==> src/rtl/fft_seq_pkg.sv <==
// Shared constants and the state encoding for the FFT frame sequencer.
package fft_seq_pkg;

  localparam int N_LOG2 = 9;
  localparam int DW = 8;
  localparam logic [17:0] SCALE_SCH = 18'b000000000000010010;
  localparam int MAG_SAT = 255;

  typedef enum logic [2:0] {
    S_CFG     = 3'd0,
    S_IDLE    = 3'd1,
    S_LOAD    = 3'd2,
    S_WAIT_DV = 3'd3,
    S_UNLOAD  = 3'd4,
    S_DONE    = 3'd5
  } state_e;

endpackage

==> src/rtl/fft_frame_sequencer_if.sv <==
// Signal bundle between the frame sequencer (master) and the FFT core (slave).
interface fft_frame_sequencer_if #(
  parameter int N_LOG2 = 9,
  parameter int DW = 8
) ();

  logic                     fft_ce;
  logic                     fft_start;
  logic                     fft_fwd_inv;
  logic                     fft_fwd_inv_we;
  logic                     fft_scale_sch_we;
  logic [17:0]              fft_scale_sch;
  logic [DW-1:0]            fft_xn_re;
  logic                     fft_rfd;
  logic                     fft_dv;
  logic [N_LOG2-1:0]        fft_xk_index;
  logic signed [DW-1:0]     fft_xk_re;
  logic signed [DW-1:0]     fft_xk_im;

  modport master (
    output fft_ce, fft_start, fft_fwd_inv, fft_fwd_inv_we, fft_scale_sch_we,
    output fft_scale_sch, fft_xn_re,
    input  fft_rfd, fft_dv, fft_xk_index, fft_xk_re, fft_xk_im
  );

  modport slave (
    input  fft_ce, fft_start, fft_fwd_inv, fft_fwd_inv_we, fft_scale_sch_we,
    input  fft_scale_sch, fft_xn_re,
    output fft_rfd, fft_dv, fft_xk_index, fft_xk_re, fft_xk_im
  );

endinterface

==> src/rtl/fft_frame_sequencer_mag_sat.sv <==
// Registered |X|^2 = re^2 + im^2 of one FFT bin, saturated to the display width.
module mag_sat #(
  parameter int DW = 8,
  parameter int IW = 9
) (
  input  logic                 clk,
  input  logic                 rst_n,
  input  logic                 vld_i,
  input  logic signed [DW-1:0] re_i,
  input  logic signed [DW-1:0] im_i,
  input  logic [IW-1:0]        idx_i,
  output logic                 vld_o,
  output logic [DW-1:0]        mag_o,
  output logic [IW-1:0]        idx_o
);
  import fft_seq_pkg::*;

  // One spare bit so (-2^(DW-1))^2 * 2 never overflows the signed sum.
  localparam int PW = 2 * DW + 1;

  function automatic logic [DW-1:0] sat_mag(input logic [PW-1:0] m);
    if (m > PW'(MAG_SAT)) return DW'(MAG_SAT);
    return m[DW-1:0];
  endfunction

  logic signed [PW-1:0] re_x, im_x, sum;
  logic                 vld_q;
  logic [DW-1:0]        mag_q;
  logic [IW-1:0]        idx_q;

  // Sign-extend both components and form the square sum.
  always_comb begin
    re_x = {{(PW-DW){re_i[DW-1]}}, re_i};
    im_x = {{(PW-DW){im_i[DW-1]}}, im_i};
    sum  = re_x * re_x + im_x * im_x;
  end

  // Valid is control and clears on reset.
  always_ff @(posedge clk or negedge rst_n) begin
    if (!rst_n) vld_q <= 1'b0;
    else        vld_q <= vld_i;
  end

  // ---- stage boundary: saturated magnitude and its bin index ----
  always_ff @(posedge clk) begin
    mag_q <= sat_mag(unsigned'(sum));
    idx_q <= idx_i;
  end

  assign vld_o = vld_q;
  assign mag_o = mag_q;
  assign idx_o = idx_q;

endmodule

==> src/rtl/fft_frame_sequencer.sv <==
// Frame controller: FIFO -> FFT core -> display RAM (raw samples or bin magnitudes).
module fft_frame_sequencer #(
  parameter int          N_LOG2    = fft_seq_pkg::N_LOG2,
  parameter int          DW        = fft_seq_pkg::DW,
  parameter logic [17:0] SCALE_SCH = fft_seq_pkg::SCALE_SCH,
  parameter int          TIMEOUT   = 4095
) (
  input  logic                  clk,
  input  logic                  rst_n,
  input  logic                  sw,
  input  logic [N_LOG2:0]       fifo_count,
  input  logic [DW-1:0]         fifo_dout,
  output logic                  fifo_rd_en,
  fft_frame_sequencer_if.master fft,
  output logic                  ram_we,
  output logic [N_LOG2-1:0]     ram_addr,
  output logic [DW-1:0]         ram_din,
  output logic                  frame_done,
  output logic                  timeout_err
);
  import fft_seq_pkg::*;

  localparam int                N        = 1 << N_LOG2;
  localparam int                TO_W     = $clog2(TIMEOUT + 1);
  localparam logic [N_LOG2:0]   N_CNT    = (N_LOG2+1)'(N);
  localparam logic [N_LOG2-1:0] LAST_IDX = N_LOG2'(N - 1);
  localparam logic [TO_W-1:0]   TO_MAX   = TO_W'(TIMEOUT);

  state_e              state_q, state_d;
  logic                run_q, start_q, pop_q, mode_q, err_q;
  logic [N_LOG2:0]     ld_cnt_q;
  logic [N_LOG2-1:0]   ld_prev_q;
  logic [TO_W-1:0]     to_cnt_q;
  logic                go_load, to_fire, mag_in_vld, mag_vld;
  logic [DW-1:0]       mag_val;
  logic [N_LOG2-1:0]   mag_idx;

  assign go_load = (state_q == S_IDLE) && (state_d == S_LOAD);
  assign to_fire = (state_q == S_WAIT_DV) && (state_d == S_IDLE);

  assign fft.fft_fwd_inv   = 1'b1;
  assign fft.fft_scale_sch = SCALE_SCH;
  assign fft.fft_xn_re     = fifo_dout;
  assign fft.fft_start     = start_q;
  assign timeout_err       = err_q;

  // State register; CFG is re-entered on every reset.
  always_ff @(posedge clk or negedge rst_n) begin
    if (!rst_n) state_q <= S_CFG;
    else        state_q <= state_d;
  end

  // Next-state logic; fft_dv wins over a coincident timeout.
  always_comb begin
    state_d = state_q;
    case (state_q)
      S_CFG:     if (run_q) state_d = S_IDLE;
      S_IDLE:    if (fifo_count >= N_CNT) state_d = S_LOAD;
      S_LOAD:    if (ld_cnt_q == N_CNT) state_d = S_WAIT_DV;
      S_WAIT_DV: begin
        if (fft.fft_dv)              state_d = S_UNLOAD;
        else if (to_cnt_q == TO_MAX) state_d = S_IDLE;
      end
      S_UNLOAD:  if (fft.fft_dv && (fft.fft_xk_index == LAST_IDX)) state_d = S_DONE;
      S_DONE:    state_d = S_IDLE;
      default:   state_d = S_CFG;
    endcase
  end

  // Outputs decoded from state plus the RAM write-port mux.
  always_comb begin
    fft.fft_ce           = (state_q == S_LOAD) || (state_q == S_WAIT_DV) || (state_q == S_UNLOAD);
    fft.fft_fwd_inv_we   = (state_q == S_CFG) && run_q;
    fft.fft_scale_sch_we = (state_q == S_CFG) && run_q;
    fifo_rd_en           = (state_q == S_LOAD) && fft.fft_rfd && (ld_cnt_q < N_CNT);
    frame_done           = (state_q == S_DONE);
    mag_in_vld           = fft.fft_dv && ((state_q == S_WAIT_DV) || (state_q == S_UNLOAD));
    ram_we               = 1'b0;
    ram_addr             = '0;
    ram_din              = '0;
    if (!mode_q && pop_q) begin
      ram_we   = 1'b1;
      ram_addr = ld_prev_q;
      ram_din  = fifo_dout;
    end else if (mode_q && mag_vld) begin
      ram_we   = 1'b1;
      ram_addr = mag_idx;
      ram_din  = mag_val;
    end
  end

  // Control registers: counters, pulses, frame mode and the sticky error.
  always_ff @(posedge clk or negedge rst_n) begin
    if (!rst_n) begin
      run_q    <= 1'b0;
      start_q  <= 1'b0;
      pop_q    <= 1'b0;
      mode_q   <= 1'b0;
      err_q    <= 1'b0;
      ld_cnt_q <= '0;
      to_cnt_q <= '0;
    end else begin
      run_q    <= 1'b1;
      start_q  <= go_load;
      pop_q    <= fifo_rd_en;
      to_cnt_q <= (state_q == S_WAIT_DV) ? to_cnt_q + TO_W'(1) : '0;
      if (go_load) begin
        ld_cnt_q <= '0;
        mode_q   <= sw;
      end else if (fifo_rd_en) begin
        ld_cnt_q <= ld_cnt_q + (N_LOG2+1)'(1);
      end
      if (to_fire) err_q <= 1'b1;
    end
  end

  // ---- stage boundary: address of the sample popped last cycle ----
  always_ff @(posedge clk) begin
    if (fifo_rd_en) ld_prev_q <= ld_cnt_q[N_LOG2-1:0];
  end

  mag_sat #(.DW(DW), .IW(N_LOG2)) u_mag_sat (
    .clk   (clk),
    .rst_n (rst_n),
    .vld_i (mag_in_vld),
    .re_i  (fft.fft_xk_re),
    .im_i  (fft.fft_xk_im),
    .idx_i (fft.fft_xk_index),
    .vld_o (mag_vld),
    .mag_o (mag_val),
    .idx_o (mag_idx)
  );

endmodule

==> src/flat_wrapper.sv <==
// flat-port wrapper written by rule: the top's interface ports become plain ports
module fft_frame_sequencer_flat import fft_seq_pkg::*;
#(
  parameter int          N_LOG2    = fft_seq_pkg::N_LOG2,
  parameter int          DW        = fft_seq_pkg::DW,
  parameter logic [17:0] SCALE_SCH = fft_seq_pkg::SCALE_SCH,
  parameter int          TIMEOUT   = 4095
)
  (clk, rst_n, sw, fifo_count, fifo_dout, fifo_rd_en, ram_we, ram_addr, ram_din, frame_done, timeout_err, fft_fft_ce, fft_fft_start, fft_fft_fwd_inv, fft_fft_fwd_inv_we, fft_fft_scale_sch_we, fft_fft_scale_sch, fft_fft_xn_re, fft_fft_rfd, fft_fft_dv, fft_fft_xk_index, fft_fft_xk_re, fft_fft_xk_im);
  fft_frame_sequencer_if #(.N_LOG2(N_LOG2), .DW(DW)) fft_i ();
  input  logic clk;
  input  logic rst_n;
  input  logic sw;
  input  logic [N_LOG2:0] fifo_count;
  input  logic [DW-1:0] fifo_dout;
  output logic fifo_rd_en;
  output logic ram_we;
  output logic [N_LOG2-1:0] ram_addr;
  output logic [DW-1:0] ram_din;
  output logic frame_done;
  output logic timeout_err;
  output wire logic [$bits(fft_i.fft_ce)-1:0] fft_fft_ce;
  output wire logic [$bits(fft_i.fft_start)-1:0] fft_fft_start;
  output wire logic [$bits(fft_i.fft_fwd_inv)-1:0] fft_fft_fwd_inv;
  output wire logic [$bits(fft_i.fft_fwd_inv_we)-1:0] fft_fft_fwd_inv_we;
  output wire logic [$bits(fft_i.fft_scale_sch_we)-1:0] fft_fft_scale_sch_we;
  output wire logic [$bits(fft_i.fft_scale_sch)-1:0] fft_fft_scale_sch;
  output wire logic [$bits(fft_i.fft_xn_re)-1:0] fft_fft_xn_re;
  input wire logic [$bits(fft_i.fft_rfd)-1:0] fft_fft_rfd;
  input wire logic [$bits(fft_i.fft_dv)-1:0] fft_fft_dv;
  input wire logic [$bits(fft_i.fft_xk_index)-1:0] fft_fft_xk_index;
  input wire logic [$bits(fft_i.fft_xk_re)-1:0] fft_fft_xk_re;
  input wire logic [$bits(fft_i.fft_xk_im)-1:0] fft_fft_xk_im;
  assign fft_fft_ce = fft_i.fft_ce;
  assign fft_fft_start = fft_i.fft_start;
  assign fft_fft_fwd_inv = fft_i.fft_fwd_inv;
  assign fft_fft_fwd_inv_we = fft_i.fft_fwd_inv_we;
  assign fft_fft_scale_sch_we = fft_i.fft_scale_sch_we;
  assign fft_fft_scale_sch = fft_i.fft_scale_sch;
  assign fft_fft_xn_re = fft_i.fft_xn_re;
  assign fft_i.fft_rfd = fft_fft_rfd;
  assign fft_i.fft_dv = fft_fft_dv;
  assign fft_i.fft_xk_index = fft_fft_xk_index;
  assign fft_i.fft_xk_re = fft_fft_xk_re;
  assign fft_i.fft_xk_im = fft_fft_xk_im;
  fft_frame_sequencer #(.N_LOG2(N_LOG2), .DW(DW), .SCALE_SCH(SCALE_SCH), .TIMEOUT(TIMEOUT)) u_core (.clk(clk), .rst_n(rst_n), .sw(sw), .fifo_count(fifo_count), .fifo_dout(fifo_dout), .fifo_rd_en(fifo_rd_en), .fft(fft_i), .ram_we(ram_we), .ram_addr(ram_addr), .ram_din(ram_din), .frame_done(frame_done), .timeout_err(timeout_err));
endmodule
==> config.mk <==
export PLATFORM = sky130hd
export DESIGN_NAME = fft_frame_sequencer_flat
export DESIGN_NICKNAME = d
export VERILOG_FILES = /design/src/rtl/fft_seq_pkg.sv /design/src/rtl/fft_frame_sequencer_if.sv /design/src/rtl/fft_frame_sequencer_mag_sat.sv /design/src/rtl/fft_frame_sequencer.sv /design/src/flat_wrapper.sv
export SDC_FILE = /design/constraint.sdc
export NUM_CORES = 1
export LEC_CHECK = 0
export CAP_MARGIN = 20
export CORE_ASPECT_RATIO = 1.2
export CORE_MARGIN = 2
export CORE_UTILIZATION = 45
export DETAILED_ROUTE_END_ITERATION = 10
export PLACE_DENSITY = 0.7
export RECOVER_POWER = 50
export SYNTH_ARGS = -nofsm -noshare
export SYNTH_HDL_FRONTEND = slang
export SYNTH_HIERARCHICAL = 1
export SYNTH_SLANG_ARGS = --single-unit
==> constraint.sdc <==
create_clock -name clk -period 2.3 [get_ports clk]
set_input_delay 0.23 -clock clk [delete_from_list [all_inputs] [get_ports clk]]
set_output_delay 0.23 -clock clk [all_outputs]
set_load 0.02 [all_outputs]
==> qor.yml <==
run_status:
  status: "finished, violations left"
  violations: "capacitance limit, slew limit, setup timing"
logic_synthesis:
  yosys_register_bits: 57
  synth_most_common_cell: "inv_1"
  yosysTopAreaCellShare: 0.322
  synthCells: 760
  yosys-top-cells-area: "fa_1 32%, dfrtp_1 10%, ha_1 9.4%"
  yosys.area.top_type: "fa_1"
  synth_top_flop_cell: "dfrtp_1"
  yosysWarnings: 6
  synth_common_cells: "162 x inv_1, 122 x fa_1, 57 x ha_1, 39 x nand2_1, 32 x and2_1"
  syn_area_per_cell_um2: 9.97
  synth_async_sr_flop_share: 0.544
  synth_edf_count: 9
  yosysSeqAreaShare: 0.183
  netlist_area_um2: 7580
  synth.distinct_cells: 71
grt:
  grt_pass1_vias: 6111
  grt_pass1_wl_mm: 27.8
  grt_max_degree: 32
  grtUsageTotal: 0.191
  antenna_found_initial: 0
  overflow: 0
min_path:
  hold_end: "u_core/mode_q"
  worstHoldPathType: "in2reg"
  hold_depth: 3
  hold_start: "sw"
critical_path:
  r2r_start: "u_core/state_q[2]"
  critPathArrivalTime_ps: 5550
  r2r-end: "u_core/ld_cnt_q[6]"
  cp.required_ps: 2490
  worst-setup-path-type: "in2reg"
  critPathMaxFanout: 8
  ff2ff_setup_slack_ps: 600
  crit_path_end_kind: "flip-flop"
  startpoint_type: "input port"
  reg2regPathDepth: 4
sta:
  setup_viol: 8
  slew_viol_final: 32
  fin_crit_ps: 5370
  hold_viol: 0
  min_period_over_period: 2.33
  maxSlewHeadroom: -0.124
  fmax_mhz: 186
  rsz0062_at_grt: "true"
  worstMarginPinSlew_ps: 1690
  finalClockSkew_ps: 9.32
  timing.final.ws_setup_ps: -3070
clocking:
  holdBufCountCts: 0
  root_buffer: "clkbuf_16"
  clock_path_buffers: 2
  cts_tree: "built"
  h-tree-depth: 3
  cts_buffers: 9
  clock_sinks: 57
  clk_latency_ps: 310
  clk_pin_slew_ps: 50
detailed_routing:
  wirelength_mm: 15.9
  vias: 5713
  drt_iter0_drc: 269
  route.detailed.drc: 0
  routed_via_density: 4.99
  antenna_left: 0
  wire_per_inst_um: 13.9
  drtPass1Iterations: 4
place:
  place.port_buffers: 71
  place.detailed.hpwl_mm: 12.9
  place_ws_ps: -3880
  place.gp.congestion: 0.847
floorplanning:
  fp.dieW_um: 122
  core_um2: 16300
  die_y_um: 146
  ioPinCount: 100
  initial_core_util: 0.464
  die_area_um2: 17900
  num_rows: 51
cells_and_area:
  antennaDiodeCount: 0
  fillers: 1376
  drive_gt1_frac: 0.230
  regArea_um2: 1390
  area_delta_synth_final_pct: 29.7
  multiInputGateArea_um2: 5650
  final_nets: 1155
job:
  cap_viol_max_count: 1
## worst max path at each step
stage                     start  slack [ps]  cells past startpoint                        end
3_5_place_dp   fft_fft_xk_re[4]       -3880                     19  u_core/u_mag_sat/mag_o[2]
6_report       fft_fft_xk_re[7]       -3070                     21  u_core/u_mag_sat/mag_o[2]
4_1_cts        fft_fft_xk_re[7]       -3100                     23  u_core/u_mag_sat/mag_o[7]
3_3_place_gp   fft_fft_xk_re[4]       -3830                     18  u_core/u_mag_sat/mag_o[4]
2_1_floorplan  fft_fft_xk_re[7]       -3060                     19  u_core/u_mag_sat/mag_o[7]
5_1_grt        fft_fft_xk_im[3]       -3260                     20  u_core/u_mag_sat/mag_o[0]
## worst max-delay path: stages
cell and delay (ps):
buf_8 100, buf_8 120, and2_4 140, fa_2 630, buf_12 130, fa_1 430
fa_1 470, fa_1 540, fa_1 570, inv_2 40, fa_1 510, inv_2 50
ha_4 240, a21oi_4 160, o21a_1 170, buf_6 100, o2111a_2 210, o311ai_4 100
a2111oi_4 330, buf_4 200, nand4b_1 90
## logic make-up (layout without fill, tap and decap cells)
family / after synthesis / in the layout / share of synthesized area
buf+inv: 208 / 363 / 0.119
compound gates: 99 / 99 / 0.0968
other cells: 2 / 20 / 0.000991
flops: 57 / 57 / 0.183
simple gates: 186 / 186 / 0.143
mux: 9 / 9 / 0.0122
fa+ha+maj: 179 / 179 / 0.417
xor+xnor: 20 / 20 / 0.0286
## layer usage
| metal | global-route usage | vias up | share of wire |
|---|---|---|---|
| li1 | - | 2734 | - |
| met1 | 0.248 | 2844 | 0.42 |
| met2 | 0.344 | 117 | 0.53 |
| met3 | 0.0203 | 18 | 0.041 |
| met4 | 0.0402 | 0 | 0.014 |
| met5 | 0 | - | 0 |
## cell type report
type / instances / share of cell area
clock buffers: 12 / 0.0272
clock inverters: 4 / 0.00255
inverters: 163 / 0.0625
multi-input cells: 513 / 0.575
flip-flops and latches: 57 / 0.141
well taps: 212 / 0.0270
repair buffers: 184 / 0.165
## sequential cells by signal (all words and copies together), names as in the netlist
signal,cells
u_core/fft.fft_start,1
u_core/ld_cnt_q,10
u_core/ld_prev_q,9
u_core/mode_q,1
u_core/pop_q,1
u_core/run_q,1
u_core/state_q,3
u_core/timeout_err,1
u_core/to_cnt_q,12
u_core/u_mag_sat/idx_o,9
u_core/u_mag_sat/mag_o,8
u_core/u_mag_sat/vld_o,1
## metrics by stage
stage	instance area (um2)	hold slack (ps)	TNS [ps]	instances	utilization
2_1_floorplan	7780	-65.6	-24450	778	-
3_3_place_gp	9170	455	-30570	1113	0.561
3_5_place_dp	9170	463	-30940	1113	0.561
4_1_cts	9810	330	-24710	1145	0.600
5_1_grt	9830	490	-25990	1145	0.602
6_report	9830	467	-24440	1145	0.602
## what timing repair did
action,4_1_cts,5_1_grt
endpoints found under the hold margin,0,0
buffers inserted,13,1
pin swaps,73,21
cloned,3,0
resized for setup,99,18
setup endpoints to repair,8,26
## layout by cell type, fill, tap and decap left out, types with 13 or more instances in the layout
cell type        count
a21oi_1             15
a22o_1              17
and2_1              23
buf_4               95
clkdlybuf4s50_1     45
conb_1              20
dfrtp_1             31
dfxtp_1             17
fa_1               116
ha_1                45
inv_1              153
nand2_1             32
nor2_1              20
nor2b_1             20
xnor2_1             13
Power is left out: the tool's default activity adds up to more than one toggle a clock period on the data nets, which glitch-free logic cannot reach.
